### config.mk
export PLATFORM = sky130hd
export DESIGN_NAME = vram_scan_arbiter
export DESIGN_NICKNAME = d
export VERILOG_FILES = /design/src/rtl/vram_scan_arbiter.sv
export SDC_FILE = /design/constraint.sdc
export NUM_CORES = 1
export LEC_CHECK = 0
export BUFFER_PORTS_ARGS = -buffer_cell sky130_fd_sc_hd__buf_2
export CAP_MARGIN = 30
export CORE_AREA = 8 8 112 114
export DETAILED_ROUTE_END_ITERATION = 16
export DIE_AREA = 0 0 120 122
export GPL_TIMING_DRIVEN = 0
export PLACE_DENSITY = 0.85
export SLEW_MARGIN = 20
export SYNTH_ARGS = -nofsm -noshare
export SYNTH_HDL_FRONTEND = slang
export SYNTH_SLANG_ARGS = --single-unit
### constraint.sdc
create_clock -name clk -period 3.95 [get_ports clk]
set_input_delay 0 -clock clk [delete_from_list [all_inputs] [get_ports clk]]
set_output_delay 0 -clock clk [all_outputs]
set_load 0.01 [all_outputs]
### src/rtl/vram_scan_arbiter.sv
// Arbitrates a synchronous single-port VRAM between display prefetch and a host
// port; prefetched words are unpacked into two RGB332 pixels for the DAC.
module vram_scan_arbiter #(
  parameter int ADDR_W      = 18,
  parameter int FRAME_WORDS = 153600,
  parameter int FIFO_DEPTH  = 4,
  parameter int URGENT_LVL  = 2
) (
  input  logic              clk,
  input  logic              Reset,
  input  logic              pix_en,
  input  logic [9:0]        CounterX,
  input  logic [9:0]        CounterY,
  input  logic              inDisplayArea,
  input  logic              host_req,
  input  logic              host_we,
  input  logic [ADDR_W-1:0] host_addr,
  input  logic [15:0]       host_wdata,
  output logic              host_gnt,
  output logic              host_rvalid,
  output logic [15:0]       host_rdata,
  output logic              vram_en,
  output logic              vram_we,
  output logic [ADDR_W-1:0] vram_addr,
  output logic [15:0]       vram_wdata,
  input  logic [15:0]       vram_rdata,
  output logic [7:0]        pixel,
  output logic              underflow
);

  localparam int DATA_W = 16;
  localparam int PTR_W  = (FIFO_DEPTH > 1) ? $clog2(FIFO_DEPTH) : 1;
  localparam int LVL_W  = $clog2(FIFO_DEPTH + 1);
  localparam int OCC_W  = $clog2(FIFO_DEPTH + 3);
  localparam logic [ADDR_W-1:0] FRAME_END = ADDR_W'(FRAME_WORDS);

  localparam logic [1:0] ST_IDLE = 2'd0;
  localparam logic [1:0] ST_DISP = 2'd1;
  localparam logic [1:0] ST_HOST = 2'd2;

  function automatic logic [PTR_W-1:0] ptr_inc(input logic [PTR_W-1:0] p);
    if (p == PTR_W'(FIFO_DEPTH - 1)) return '0;
    return p + PTR_W'(1);
  endfunction

  logic [1:0]        grant_p0;
  logic [1:0]        owner_p1;
  logic              restart_p0;
  logic              need_p0;
  logic              urgent_p0;
  logic [OCC_W-1:0]  occ_p0;
  logic              disp_vld_p1;
  logic              disp_vld_p2;
  logic              host_vld_p2;
  logic [ADDR_W-1:0] fetch_addr;

  logic [DATA_W-1:0] fifo_mem [FIFO_DEPTH];
  logic [PTR_W-1:0]  wr_ptr;
  logic [PTR_W-1:0]  rd_ptr;
  logic [LVL_W-1:0]  fifo_lvl;
  logic              half;
  logic              push;
  logic              pop;
  logic [DATA_W-1:0] head;

  // Stage p0: arbitration decision. Display reads are suppressed in the
  // restart cycle because fetch_addr is being rewound there.
  always_comb begin
    restart_p0  = pix_en && (CounterY == 10'd480) && (CounterX == 10'd0);
    disp_vld_p1 = (owner_p1 == ST_DISP);
    occ_p0      = OCC_W'(fifo_lvl) + OCC_W'(disp_vld_p1) + OCC_W'(disp_vld_p2);
    need_p0     = (occ_p0 < OCC_W'(FIFO_DEPTH)) && (fetch_addr < FRAME_END) && !restart_p0;
    urgent_p0   = need_p0 && (occ_p0 < OCC_W'(URGENT_LVL));
    grant_p0    = ST_IDLE;
    if (urgent_p0)     grant_p0 = ST_DISP;
    else if (host_req) grant_p0 = ST_HOST;
    else if (need_p0)  grant_p0 = ST_DISP;
  end

  assign host_gnt    = Reset && (grant_p0 == ST_HOST);
  assign host_rvalid = host_vld_p2;
  assign host_rdata  = host_vld_p2 ? vram_rdata : '0;

  assign head = fifo_mem[rd_ptr];
  assign push = disp_vld_p2 && !restart_p0;
  assign pop  = pix_en && inDisplayArea && (fifo_lvl != '0) && half && !restart_p0;

  always_ff @(posedge clk or negedge Reset) begin
    if (!Reset) begin
      owner_p1    <= ST_IDLE;
      vram_en     <= 1'b0;
      vram_we     <= 1'b0;
      vram_addr   <= '0;
      vram_wdata  <= '0;
      disp_vld_p2 <= 1'b0;
      host_vld_p2 <= 1'b0;
      fetch_addr  <= '0;
      wr_ptr      <= '0;
      rd_ptr      <= '0;
      fifo_lvl    <= '0;
      half        <= 1'b0;
      pixel       <= '0;
      underflow   <= 1'b0;
    end else begin
      // Stage p1: registered VRAM command.
      owner_p1   <= grant_p0;
      vram_en    <= (grant_p0 != ST_IDLE);
      vram_we    <= (grant_p0 == ST_HOST) && host_we;
      vram_addr  <= (grant_p0 == ST_HOST) ? host_addr :
                    (grant_p0 == ST_DISP) ? fetch_addr : '0;
      vram_wdata <= (grant_p0 == ST_HOST) ? host_wdata : '0;

      // Stage p2: read data returns; a restart makes display reads in flight stale.
      disp_vld_p2 <= disp_vld_p1 && !restart_p0;
      host_vld_p2 <= (owner_p1 == ST_HOST) && !vram_we;

      if (restart_p0)                fetch_addr <= '0;
      else if (grant_p0 == ST_DISP)  fetch_addr <= fetch_addr + ADDR_W'(1);

      if (restart_p0) begin
        wr_ptr   <= '0;
        rd_ptr   <= '0;
        fifo_lvl <= '0;
      end else begin
        if (push) wr_ptr <= ptr_inc(wr_ptr);
        if (pop)  rd_ptr <= ptr_inc(rd_ptr);
        if (push && !pop)      fifo_lvl <= fifo_lvl + LVL_W'(1);
        else if (pop && !push) fifo_lvl <= fifo_lvl - LVL_W'(1);
      end

      if (pix_en) begin
        if (restart_p0) begin
          pixel     <= '0;
          half      <= 1'b0;
          underflow <= 1'b0;
        end else if (inDisplayArea && (fifo_lvl != '0)) begin
          pixel <= half ? head[15:8] : head[7:0];
          half  <= ~half;
        end else if (inDisplayArea) begin
          pixel     <= '0;
          underflow <= 1'b1;
        end else begin
          pixel <= '0;
        end
      end
    end
  end

  always_ff @(posedge clk) begin
    if (push) fifo_mem[wr_ptr] <= vram_rdata;
  end

endmodule

==> results by stage <==
Run status:
- The run finished with clean final reports.

Timing:
- The setup skew after layout is 7.17 ps.
- Final hold analysis gives a worst-case slack of roughly 120 ps.
- The post-layout minimum cycle time is 2950 ps.
- The slew at the pin closest to its max-slew limit is 898 ps.
- The number of hold violations in the final report came to 0.
- Setup repair after global routing left no endpoint under its margin.
- The worst path uses 74.7% of the clock period.
- The worst pin sits at a relative slew slack of roughly 40%.
- Based on the critical path, the design can be clocked at up to 339 MHz.
- Setup violations remaining at the end of the flow were counted as 0.
- Summed over all failing endpoints, the final setup total negative slack is 0 ps.
- The count of final max-slew check failures was 0.

Routing:
- The overall routed net length is 16,600 um.
- The wire length per cell is 19.7 um.
- The total number of vias is 4,769.
- In this run, the number of DRC markers left after iteration 0 of detailed routing was 390.
- The number of search-and-repair iterations in the first detailed-routing pass is 5.
- The number of nets with antenna violations after routing is 0.
- The per-cell via count in the routed design is between 5 and 6.
- The DRC violation count after routing is 0.

Clocking:
- The total CTS buffers is 17.
- The number of setup buffers added after CTS is 0.
- The number of buffers on the longest clock path is 2.
- The number of H-tree levels is 4.
- After clock tree synthesis, the clock-pin slew on the worst setup and hold paths is about 60 ps.
- TritonCTS built the clock tree.
- Counting every sink on the clock net gives 139.
- The clock network latency to the later pin of the worst-skew pair is 530 ps.
- The number of buffers inserted for hold repair after clock tree synthesis is 56.
- Gates resized during post-CTS repair numbered 0.
- Clock tree synthesis selected as its root buffer the cell clkbuf_8.

Worst setup path:
- Data on the critical path arrives at its endpoint at 2950 ps.
- The top fanout value on the critical path is 10.
- STA classifies the critical path startpoint as a flip-flop.
- The critical path data required time is 3950 ps.
- By startpoint and endpoint, the worst setup path is classified as flip-flop to output port.
- The critical path endpoint category is an output port.

Synthesis:
- The number of enable-type register cells in the synthesized netlist is 64.
- Counting every net in the synthesized netlist gives 557.
- Sequential cells were found to cover between 60% and 70% of the synthesized design area.
- The number of different library cells used by synthesis comes to 51.
- The count of synthesis-stage warnings from yosys is 0.
- In this run, synthesis produced a sequential element count of 139.
- In the synthesized netlist the async set-or-reset flop fraction comes to 54.0%.
- In this run the mean area of a mapped cell was ~13 um^2.
- After technology mapping, the gate count stands at 472.
- The most frequently used flop master after synthesis is dfrtp_1.
- After synthesis the cells add up to 6070 um^2.

Placement:
- In this run the tool buffered the top-level ports with 138 buffer cells.
- After detailed placement, the total cell area comes to 6960 um^2.
- The HPWL after detailed placement is 10000 um.
- The congestion estimate from routability-driven global placement came to roughly 0.86.

Power:
- The design draws 5.97 mW.
- The static leakage is about 3.7 nW.
- The power per cell area is between 700 and 800 nW/um^2.
- VDD sags by at most 0.456 mV.

Global routing:
- The via count of the first global-routing pass is 5,079.
- The first global-routing pass estimated 25,900 um of wire.
- After global routing the overflow that remains totals 0.
- The number of antenna violations at the first check in global routing is 0.
- The overall global routing resource usage is between 20% and 30%.
- The maximum number of pins on one net before global-route repair is 51.

Floorplanning:
- The floorplan step set the die width to 120 um.
- The die covers around 15,000 um^2.
- The initial utilization of the core area, before any placement, comes to 56.7%.
- The core region is 10,700 um^2.
- The number of placement rows is 38.
- The I/O pin total is between 100 and 150.
- From bottom edge to top edge, the die measures 122 um.

Job:
- The tool flagged a number of max-cap violations equal to 0.

Finish:
- In the layout the commonest cells are 141 x buf_2, 75 x dfrtp_1, 64 x edfxtp_1.
- The multi-input combinational cells in the finished layout cover a total of ~2000 um^2.
- Counting the fill cells in the layout gives 630.
- The net count reported at finish is 771.
- The post-route standard cell area excluding fillers is 8120 um^2.
- The repair_antennas step left the layout with diodes totalling 0.
- The area added between synthesis and finish is 33.9%.
- The library cell used most frequently in the layout, excluding fill and tap cells, is buf_2.
- Cells with a size suffix above 1 make up 28.3% of the layout.
- Summing all flip-flop and latch instances after layout gives 3800 um^2.

Hold path:
- The type of the most critical hold path is primary input to flip-flop.
## Yosys cell counts (all sizes together) (2+ instances only)
cell,number,area share [%]
dfrtp,75,31
edfxtp,64,32
nand2,54,3.3
inv,34,2.1
mux2i,32,5.3
nor2,25,1.5
a21oi,19,1.6
and2,19,2.0
clkbuf,17,1.1
mux4,16,5.9
o21ai,15,1.2
buf,9,0.89
ha,8,1.6
o32ai,8,1.2
or4,8,0.99
and3,7,0.72
o31ai,7,0.87
nand3,6,0.49
or3,6,0.62
nand4,5,0.52
nor3,5,0.41
nor4,5,0.52
a21o,3,0.49
a2111o,2,0.37
nor2b,2,0.21
o311a,2,0.33
## final cells by class
cell class / instances / area share, %
timing repair buffer: 195 / 15.9
inverter: 34 / 1.57
buffer: 26 / 1.45
multi-input combinational: 273 / 24.9
clock buffer: 18 / 5.14
tap: 140 / 2.16
clock inverter: 14 / 2.09
sequential: 139 / 46.8
## through the flow
stage          setup WS [ps]  instances  utilization (%)
2_1_floorplan           1360        472                -
3_3_place_gp            1190        750             64.8
3_5_place_dp            1130        751             65.1
4_1_cts                 1060        839             75.9
5_1_grt                  907        839             75.9
6_report                 998        839             75.9
## registers in the layout, indices dropped and copies added, names as in the netlist, 2 cells and up
signal      count
fetch_addr     18
fifo_lvl        3
fifo_mem       64
owner_p1        2
pixel           8
rd_ptr          2
vram_addr      18
vram_wdata     16
wr_ptr          2
## power breakdown
group	switching (mW)	internal [mW]
combinational	1.23	0.945
sequential	0.263	1.94
clock	0.623	0.964
## path summary, 6_finish.rpt
check                       startpoint              to  slack [ps]  cells past startpoint
setup / recovery           fifo_lvl[0]        host_gnt        1000                      9
hold reg to reg                vram_we     host_rvalid         420                      1
min in group asynchronous        Reset  fetch_addr[11]         550                      4
max in group asynchronous        Reset    vram_addr[0]        3140                      4
setup reg to reg           fifo_lvl[0]  vram_wdata[13]        1080                      9
hold / removal                  pix_en        pixel[6]         120                      3
## critical path: stages (launching register included)
cell and delay [ps]:
dfrtp_1 450, ha_1 310, a31o_2 250, ha_1 220, xor2_1 220, a211oi_1 320, o211a_1 200, buf_2 220
nor2_1 80, buf_2 150
## layer usage
metal,vias up,wire (um),track usage (%)
met1,2348,5940,24.2
met4,0,538,11.4
met2,231,8870,41.4
met3,54,1220,6.02
met5,-,0,0
li1,2136,-,-
## kinds of logic (layout without fill, tap and decap cells)
logic type	Yosys count	in the layout	share of synthesized area [%]
flops	139	139	62.6
compound gates	67	67	7.81
mux	48	48	11.2
xor+xnor	2	2	0.289
simple gates	147	147	12.1
fa+ha+maj	9	9	1.98
buf+inv	60	287	4.04
(Power assumes the default switching activity.)
